## config.mk

```make
export PLATFORM = sky130hd
export DESIGN_NAME = weight_loader_flat
export DESIGN_NICKNAME = d
export VERILOG_FILES = /design/src/rtl/weight_loader_if.sv /design/src/rtl/weight_loader.sv /design/src/flat_wrapper.sv
export SDC_FILE = /design/constraint.sdc
export NUM_CORES = 1
export LEC_CHECK = 0
export ABC_CLOCK_PERIOD_IN_PS = 3580
export CAP_MARGIN = 40
export CORE_ASPECT_RATIO = 1.1
export CORE_MARGIN = 5
export CORE_UTILIZATION = 40
export CTS_CLUSTER_DIAMETER = 100
export DETAILED_ROUTE_END_ITERATION = 7
export GPL_ROUTABILITY_DRIVEN = 0
export PLACE_DENSITY_LB_ADDON = 0.2
export REMOVE_ABC_BUFFERS = 1
export SETUP_SLACK_MARGIN = 0.05
export SYNTH_ARGS = -nofsm -noshare
export SYNTH_HDL_FRONTEND = slang
export SYNTH_SLANG_ARGS = --single-unit
export TNS_END_PERCENT = 100
```

## constraint.sdc

```tcl
create_clock -name clk -period 3.58 [get_ports clk]
set_input_delay 0.716 -clock clk [delete_from_list [all_inputs] [get_ports clk]]
set_output_delay 0.716 -clock clk [all_outputs]
set_load 0.01 [all_outputs]
```

## src/rtl/weight_loader_if.sv

```systemverilog
`default_nettype none
// ============================================================================
// weight_loader_if : input word stream plus BRAM row write port of the loader
// Rev 1.0
// ============================================================================
interface weight_loader_if #(
   parameter int DATA_WIDTH = 384,
   parameter int IN_WIDTH   = 32,
   parameter int ADDR_WIDTH = 4
);
   logic                  s_valid;
   logic                  s_ready;
   logic [IN_WIDTH-1:0]   s_data;
   logic                  w_en;
   logic [ADDR_WIDTH-1:0] w_addr;
   logic [DATA_WIDTH-1:0] w_data;

   // slave = the loader; master = the host/DMA side and BRAM observer
   modport slave  (input  s_valid, s_data, output s_ready, w_en, w_addr, w_data);
   modport master (output s_valid, s_data, input  s_ready, w_en, w_addr, w_data);
endinterface
`default_nettype wire

```

## src/rtl/weight_loader.sv

```systemverilog
`default_nettype none
// ============================================================================
// weight_loader : packs WORDS_PER_ROW stream words into one BRAM row and writes
// rows at consecutive addresses from a programmed base, framed by start/done.
// Rev 1.0
// ============================================================================
module weight_loader #(
   parameter int DATA_WIDTH = 384,
   parameter int IN_WIDTH   = 32,
   parameter int DEPTH      = 10,
   parameter int ADDR_WIDTH = 4
) (
   input  wire logic                  clk,
   input  wire logic                  rst_n,
   input  wire logic                  start_i,
   input  wire logic [ADDR_WIDTH-1:0] base_addr_i,
   input  wire logic [ADDR_WIDTH:0]   num_rows_i,
   input  wire logic                  abort_i,
   weight_loader_if.slave             bus,
   output logic                       busy_o,
   output logic                       done_o,
   output logic                       err_o
);

   localparam int WORDS_PER_ROW = DATA_WIDTH / IN_WIDTH;
   localparam int WCW           = (WORDS_PER_ROW > 1) ? $clog2(WORDS_PER_ROW) : 1;

   localparam logic [WCW-1:0]        C_LAST_WORD = WCW'(WORDS_PER_ROW - 1);
   localparam logic [ADDR_WIDTH+1:0] C_DEPTH     = (ADDR_WIDTH + 2)'(DEPTH);
   localparam logic [ADDR_WIDTH:0]   C_ONE_ROW   = (ADDR_WIDTH + 1)'(1);

   typedef enum logic [1:0] {
      ST_IDLE = 2'd0,
      ST_LOAD = 2'd1,
      ST_DONE = 2'd2
   } state_t;

   state_t                state_q, state_d;
   logic [WCW-1:0]        word_cnt_q, word_cnt_d;
   logic [ADDR_WIDTH:0]   row_cnt_q, row_cnt_d;
   logic [ADDR_WIDTH-1:0] base_q, base_d;
   logic [ADDR_WIDTH:0]   num_q, num_d;
   logic [DATA_WIDTH-1:0] pack_q, pack_d;
   logic                  w_en_q, w_en_d;
   logic [ADDR_WIDTH-1:0] w_addr_q, w_addr_d;
   logic [DATA_WIDTH-1:0] w_data_q, w_data_d;
   logic                  err_q, err_d;

   logic                  w_hs;
   logic [ADDR_WIDTH+1:0] w_job_end;
   logic                  w_job_bad;
   logic [ADDR_WIDTH:0]   w_row_next;

   // Range check is done two bits wider than the address so base+num cannot wrap.
   assign w_job_end  = {2'b00, base_addr_i} + {1'b0, num_rows_i};
   assign w_job_bad  = (num_rows_i == '0) || (w_job_end > C_DEPTH);
   assign w_row_next = row_cnt_q + C_ONE_ROW;

   assign bus.s_ready = (state_q == ST_LOAD);
   assign w_hs        = bus.s_valid && bus.s_ready;

   always_comb begin
      state_d    = state_q;
      word_cnt_d = word_cnt_q;
      row_cnt_d  = row_cnt_q;
      base_d     = base_q;
      num_d      = num_q;
      pack_d     = pack_q;
      w_en_d     = 1'b0;
      w_addr_d   = w_addr_q;
      w_data_d   = w_data_q;
      err_d      = 1'b0;

      case (state_q)
         ST_IDLE: begin
            if (start_i && !abort_i) begin
               if (w_job_bad) begin
                  err_d = 1'b1;
               end else begin
                  base_d     = base_addr_i;
                  num_d      = num_rows_i;
                  word_cnt_d = '0;
                  row_cnt_d  = '0;
                  state_d    = ST_LOAD;
               end
            end
         end
         ST_LOAD: begin
            if (abort_i) begin
               state_d = ST_IDLE;
            end else if (w_hs) begin
               for (int k = 0; k < WORDS_PER_ROW; k++) begin
                  if (word_cnt_q == WCW'(k)) begin
                     pack_d[k*IN_WIDTH +: IN_WIDTH] = bus.s_data;
                  end
               end
               if (word_cnt_q == C_LAST_WORD) begin
                  // The row leaves straight from the merged pack so the next
                  // row's word 0 can be accepted in the same cycle as this write.
                  word_cnt_d = '0;
                  row_cnt_d  = w_row_next;
                  w_en_d     = 1'b1;
                  w_addr_d   = base_q + row_cnt_q[ADDR_WIDTH-1:0];
                  w_data_d   = pack_d;
                  if (w_row_next == num_q) begin
                     state_d = ST_DONE;
                  end
               end else begin
                  word_cnt_d = word_cnt_q + WCW'(1);
               end
            end
         end
         ST_DONE: begin
            state_d = ST_IDLE;
         end
         default: begin
            state_d = ST_IDLE;
         end
      endcase
   end

   always_ff @(posedge clk or negedge rst_n) begin
      if (!rst_n) begin
         state_q    <= ST_IDLE;
         word_cnt_q <= '0;
         row_cnt_q  <= '0;
         base_q     <= '0;
         num_q      <= '0;
         pack_q     <= '0;
         w_en_q     <= 1'b0;
         w_addr_q   <= '0;
         w_data_q   <= '0;
         err_q      <= 1'b0;
      end else begin
         state_q    <= state_d;
         word_cnt_q <= word_cnt_d;
         row_cnt_q  <= row_cnt_d;
         base_q     <= base_d;
         num_q      <= num_d;
         pack_q     <= pack_d;
         w_en_q     <= w_en_d;
         w_addr_q   <= w_addr_d;
         w_data_q   <= w_data_d;
         err_q      <= err_d;
      end
   end

   assign bus.w_en   = w_en_q;
   assign bus.w_addr = w_addr_q;
   assign bus.w_data = w_data_q;
   assign busy_o     = (state_q != ST_IDLE);
   assign done_o     = (state_q == ST_DONE);
   assign err_o      = err_q;

endmodule
`default_nettype wire

```

## src/flat_wrapper.sv

```systemverilog
// flat-port wrapper written by rule: the top's interface ports become plain ports
module weight_loader_flat 
#(
   parameter int DATA_WIDTH = 384,
   parameter int IN_WIDTH   = 32,
   parameter int DEPTH      = 10,
   parameter int ADDR_WIDTH = 4
)
  (clk, rst_n, start_i, base_addr_i, num_rows_i, abort_i, busy_o, done_o, err_o, bus_s_valid, bus_s_data, bus_s_ready, bus_w_en, bus_w_addr, bus_w_data);
  weight_loader_if #(.DATA_WIDTH(DATA_WIDTH), .IN_WIDTH(IN_WIDTH), .ADDR_WIDTH(ADDR_WIDTH)) bus_i ();
  input  wire logic clk;
  input  wire logic rst_n;
  input  wire logic start_i;
  input  wire logic [ADDR_WIDTH-1:0] base_addr_i;
  input  wire logic [ADDR_WIDTH:0] num_rows_i;
  input  wire logic abort_i;
  output logic busy_o;
  output logic done_o;
  output logic err_o;
  input wire logic [$bits(bus_i.s_valid)-1:0] bus_s_valid;
  input wire logic [$bits(bus_i.s_data)-1:0] bus_s_data;
  output wire logic [$bits(bus_i.s_ready)-1:0] bus_s_ready;
  output wire logic [$bits(bus_i.w_en)-1:0] bus_w_en;
  output wire logic [$bits(bus_i.w_addr)-1:0] bus_w_addr;
  output wire logic [$bits(bus_i.w_data)-1:0] bus_w_data;
  assign bus_i.s_valid = bus_s_valid;
  assign bus_i.s_data = bus_s_data;
  assign bus_s_ready = bus_i.s_ready;
  assign bus_w_en = bus_i.w_en;
  assign bus_w_addr = bus_i.w_addr;
  assign bus_w_data = bus_i.w_data;
  weight_loader #(.DATA_WIDTH(DATA_WIDTH), .IN_WIDTH(IN_WIDTH), .DEPTH(DEPTH), .ADDR_WIDTH(ADDR_WIDTH)) u_core (.clk(clk), .rst_n(rst_n), .start_i(start_i), .base_addr_i(base_addr_i), .num_rows_i(num_rows_i), .abort_i(abort_i), .bus(bus_i), .busy_o(busy_o), .done_o(done_o), .err_o(err_o));
endmodule
```

# Word-level counts from Yosys, hierarchy flattened
# Cells that the tools add are included.
# totals
out_inout_bits,393
reg_bits,794
in_bits,46
wordCells,92
# classes
n_reduce_logical,15
n_addsub,4
n_mux,38
n_bitwise,2
n_lt_le_gt_ge,1
n_eq_ne,22
# op_table
op,n
$mux W32,12
$mux W5,5
$mux W4,5
$eq A4 B3 Y1 const B,4
$eq A4 B4 Y1 const B,4
$mux W2,6
$pmux W5 S2,1
$reduce_and A5 Y1,2
$ne A3 B3 Y1 const B,3
$eq A4 B2 Y1 const B,2
$ne A2 B2 Y1 const B,4
$pmux W4 S2,1
$mux W1,7
$add A4 B5 Y6,1
$gt A6 B4 Y1 const B,1
$reduce_and A3 Y1,2
$reduce_and A6 Y1,1
$add A5 B1 Y5 const B,1
$eq A5 B5 Y1,1
$logic_not A5 Y1,1
$add A4 B1 Y4 const B,1
$add A4 B4 Y4,1
$eq A4 B1 Y1 const B,1
$logic_not A4 Y1,1
11 further kinds,14

# Depth between registers and ports, before layout
# depth
word_depth,7
mapped_depth,10
depth_no_buf,9

# Worst setup path before layout
# No wires, ideal clock.
# synth_path
path_kind,input to register
startpoint,input port base_addr_i[0]
endpoint,register u_core.base_q[0]
t_arrival_ns,2.908
stages,10
slack_ns,0.546
t_required_ns,3.455
path_buffers,1
setup_time_ns,0.125
path_cell_list,ha_1 > inv_1 > fa_1 > and2b_1 > nand2b_1 > a311o_1 > a211oi_2 > and4bb_1 > buf_6 > mux2_4
# synth_via
elab_chain_len,5
# synth_rtl
element,line,source
start: declaration,flat_wrapper.sv:14,input wire logic [ADDR_WIDTH-1:0] base_addr_i;
$add A4 B5 Y6,weight_loader.sv:55,"assign w_job_end = {2'b00, base_addr_i} + {1'b0, num_rows_i};"
$gt A6 B4 Y1,weight_loader.sv:56,assign w_job_bad = (num_rows_i == '0) || (w_job_end > C_DEPTH);
$logic_or A1 B1 Y1,weight_loader.sv:56,
$not A1 Y1 (no source line),--,
$reduce_and A3 Y1 (no source line),--,
end signal: assignment,weight_loader.sv:138,base_q <= base_d;
end: declaration,weight_loader.sv:41,"logic [ADDR_WIDTH-1:0] base_q, base_d;"
# Parallel ways exist; a longest one is shown, timed or not.
# A chain may end at the register's enable or synchronous reset.

# Worst setup path after layout
# layout_path
startpoint,input port num_rows_i[0]
endpoint,register u_core.num_q[0]
# layout_via
elab_chain_len,5
elab_cells_between_ends,6
classes_between,add/sub: 1; order compare: 1; bitwise: 1; reduce/logical: 3
# layout_rtl
element,line,source
start: declaration,flat_wrapper.sv:15,input wire logic [ADDR_WIDTH:0] num_rows_i;
$add A4 B5 Y6,weight_loader.sv:55,
$gt A6 B4 Y1,weight_loader.sv:56,
$logic_or A1 B1 Y1,weight_loader.sv:56,
$not A1 Y1 (no source line),--,
$reduce_and A3 Y1 (no source line),--,
end signal: assignment,weight_loader.sv:139,num_q <= num_d;
end: declaration,weight_loader.sv:42,"logic [ADDR_WIDTH:0] num_q, num_d;"
# Parallel ways exist; a longest one is shown, timed or not.

==> run summary <==
Status: complete, no violations
Die height: 306.5 um
Post-synth top cells: dfrtp_1 (762), nand2_1 (469), o21ai_0 (356)
Final ANT Viol Nets: 0
Synth Register Bits: 762
ANT cells: 0
DR iter-0 viols: 1335
Max frequency: 326.5 MHz
Die area: 85700 sq um
Clk sinks: 762
Row cnt: 108
Synth top area cells: dfrtp_1 (60%), mux2_2 (12%), mux2i_1 (11%), o21ai_0 (5.6%), nand2_1 (5.5%)
Post-synthesis sequential area ratio: 59.63%
Rel. slew slack: 32.52%
CP required: 4.08 ns
Cell leakage power: 20.14 nW
Final Core Density: 51.45%
Max VDD drop: 364.8 uV
Post-cts sizing count: 0
Post-Route Skew: 0.01747 ns
Clk network pwr share: 37.9%
Nets: 3074
Post-synth EDFFs: 0
TritonCTS buffer count: 82
Worst path cell trace: clkdlybuf4s50_1 > ha_1 > inv_1 > fa_1 > nor2b_1 > nand2b_1 > a311o_1 > a211oi_2 > and4bb_1 > buf_12 > mux2_4
Synth cell types: 45
Crit start category: primary input
Worst-margin pin slew: 1.012 ns
P_int: 16.73 mW
Syn avg cell area: 12.16 sq um
Logic pwr share: 17.2%
Critical Path Max Stage Delay: 0.50 ns
Count leader, synth: dfrtp_1
Pre-Repair DR Iteration Count: 5
Setup TNS: 0 ns
Remaining DRCs: 0
Synthesis-to-layout area growth: 27.19%
DR WL/cell: 22.43 um
Critical path capture point type: flop
Fin crit period: 3.063 ns
Clock buffer depth: 3
Global-route wire length before repair: 141100 um
Worst skew pair latency: 0.63 ns
CTS H-tree depth: 3
Kind of cell adding the most delay to the critical path: buffers and inverters
Tot GR Track Use: 21.23%
Share of cells above drive strength 1: 19.69%
Setup Buffers After CTS: 0
Synth warn: 0
WP buf/inv: 3
Prevailing post-synth register cell: dfrtp_1
Final setup viols: 0
Initial Util: 40.45%
Area share of the largest cell type after synthesis: 59.63%
I/O pin count: 439
Switching power of the nets: 6.138 mW
Total Routed Length: 92470 um
Die Width: 279.6 um
Routed vias: 21265
Switching share of power: 26.84%
Fill cells: 6854
Initial antenna violation count: 0
Crit path arrival time: 3.56 ns
Post-synth ARST share: 100.0%
CP Class: in -> reg
TritonCTS clock tree: built
Routed vias/inst: 5.158
Mapped Cells: 2630
Hold WS: 0.1886 ns
Crit Path Max Fanout: 10
Port Buffer Count: 438
# Max-Cap Violations: 0
Hpwl dp: 60900 um
Min-Delay Path Class: in -> async
Synth area leader: dfrtp_1
Global route total overflow: 0
Synthesized area: 31980 sq um
Crit path max-delay cell type: clkdlybuf4s50_1
PwrDens: 562.2 nW/um^2
Vias in the first global route: 22227
Tcrit/Tclk final: 85.56%
Max-slew violations: 0
Final hold vios: 0
RSZ-0062 raised after global routing: false
Core Region: 79050 sq um
Largest net degree at the start of global routing: 142
Reg clk slew, reported paths: 0.06 ns
Sequential share of power: 44.9%
Hold_buf cts: 0
Clock Tree Root: clkbuf_16
[stage by stage]
stage,cell area [sq um],std cells,worst slack [ns],power (mW)
global route,40670,4123,0.2844,23.94
floorplan,31010,2403,-13.73,12.10
finish,40670,4123,0.5170,22.86
detailed placement,37900,3975,-0.07892,14.42
CTS,40670,4123,0.5741,23.19
global placement,37740,3967,-0.02339,14.30
[power groups by stage]
stage	clock network, mW	registers (mW)	logic [mW]
floorplan	0	10.5	1.63
detailed placement	0	10.4	4.01
finish	8.67	10.3	3.93
global placement	0	10.4	3.93
global route	9.26	10.4	4.30
CTS	8.89	10.3	4.03
[layout by cell type, fill, tap and decap left out, types with 3 or more instances in the layout]
cell	Yosys	layout
a21o_1	4	4
a21oi_1	4	4
a22o_1	3	3
and2_4	0	4
and3_1	3	3
buf_12	0	23
buf_16	0	3
buf_4	0	59
buf_8	0	5
bufinv_16	0	7
clkbuf_1	126	17
clkbuf_16	0	82
clkbuf_8	0	16
clkdlybuf4s50_1	0	437
clkinv_2	0	15
clkinvlp_4	0	4
dfrtp_1	762	762
ha_1	12	12
inv_1	10	10
mux2_1	5	5
mux2_2	348	348
mux2_4	8	8
mux2i_1	355	355
nand2_1	469	458
nand2_2	0	4
nand2_4	0	7
nand3_2	0	4
nand3_4	0	4
nor2_1	3	3
nor2b_1	4	4
nor3_1	3	3
nor3b_1	3	3
o21ai_0	356	356
xnor2_1	6	6
xor2_1	5	5
[logic make-up (layout without fill, tap and decap cells)]
logic type | Yosys count | count (layout) | share of synthesized area [%]
flops | 762 | 762 | 59.63
xor+xnor | 11 | 11 | 0.3013
fa+ha+maj | 14 | 14 | 0.5948
mux | 716 | 716 | 23.92
buf+inv | 238 | 686 | 3.138
simple gates | 511 | 511 | 6.308
compound gates | 378 | 378 | 6.104
[final timing paths]
kind / cells past startpoint / end / slack (ns) / start
setup / recovery: 11 / u_core.num_q[0] / 0.52 / num_rows_i[0]
hold / removal: 1 / u_core.bus.w_data[208] / 0.19 / rst_n
setup reg to reg: 6 / u_core.pack_q[322] / 0.97 / u_core.state_q[1]
hold reg to reg: 2 / u_core.bus.w_data[360] / 0.47 / u_core.bus.w_data[360]
max in group asynchronous: 2 / u_core.pack_q[22] / 2.36 / rst_n
min in group clk: 2 / u_core.bus.w_data[360] / 0.47 / u_core.bus.w_data[360]
[final cells by class]
type                            instances  area [sq um]  share of cell area [%]
Tap cell                             1045          1308                   3.215
Sequential cell                       762         19070                   46.89
Clock inverter                         33         435.4                   1.071
Clock buffer                          115          2336                   5.744
Multi-Input combinational cell       1630         12050                   29.62
Timing Repair Buffer                  527          5435                   13.36
Inverter                               11         41.29                  0.1015
[state kept, by name (all words and copies together) (netlist names)]
| signal | count |
|---|---|
| u_core.bus.w_data | 384 |
| u_core.bus.w_en | 1 |
| u_core.pack_q | 352 |
| u_core.bus.w_addr | 4 |
| u_core.err_o | 1 |
| u_core.state_q | 2 |
| u_core.word_cnt_q | 4 |
| u_core.row_cnt_q | 5 |
| u_core.base_q | 4 |
| u_core.num_q | 5 |
[per-layer routing]
metal | part of all wire (%) | GRT usage (%)
met5 | 0 | 0
met4 | 2.4 | 6.008
met3 | 4.3 | 3.460
met2 | 50 | 36.16
met1 | 43 | 28.33
Power figures use the tool's default switching activity.
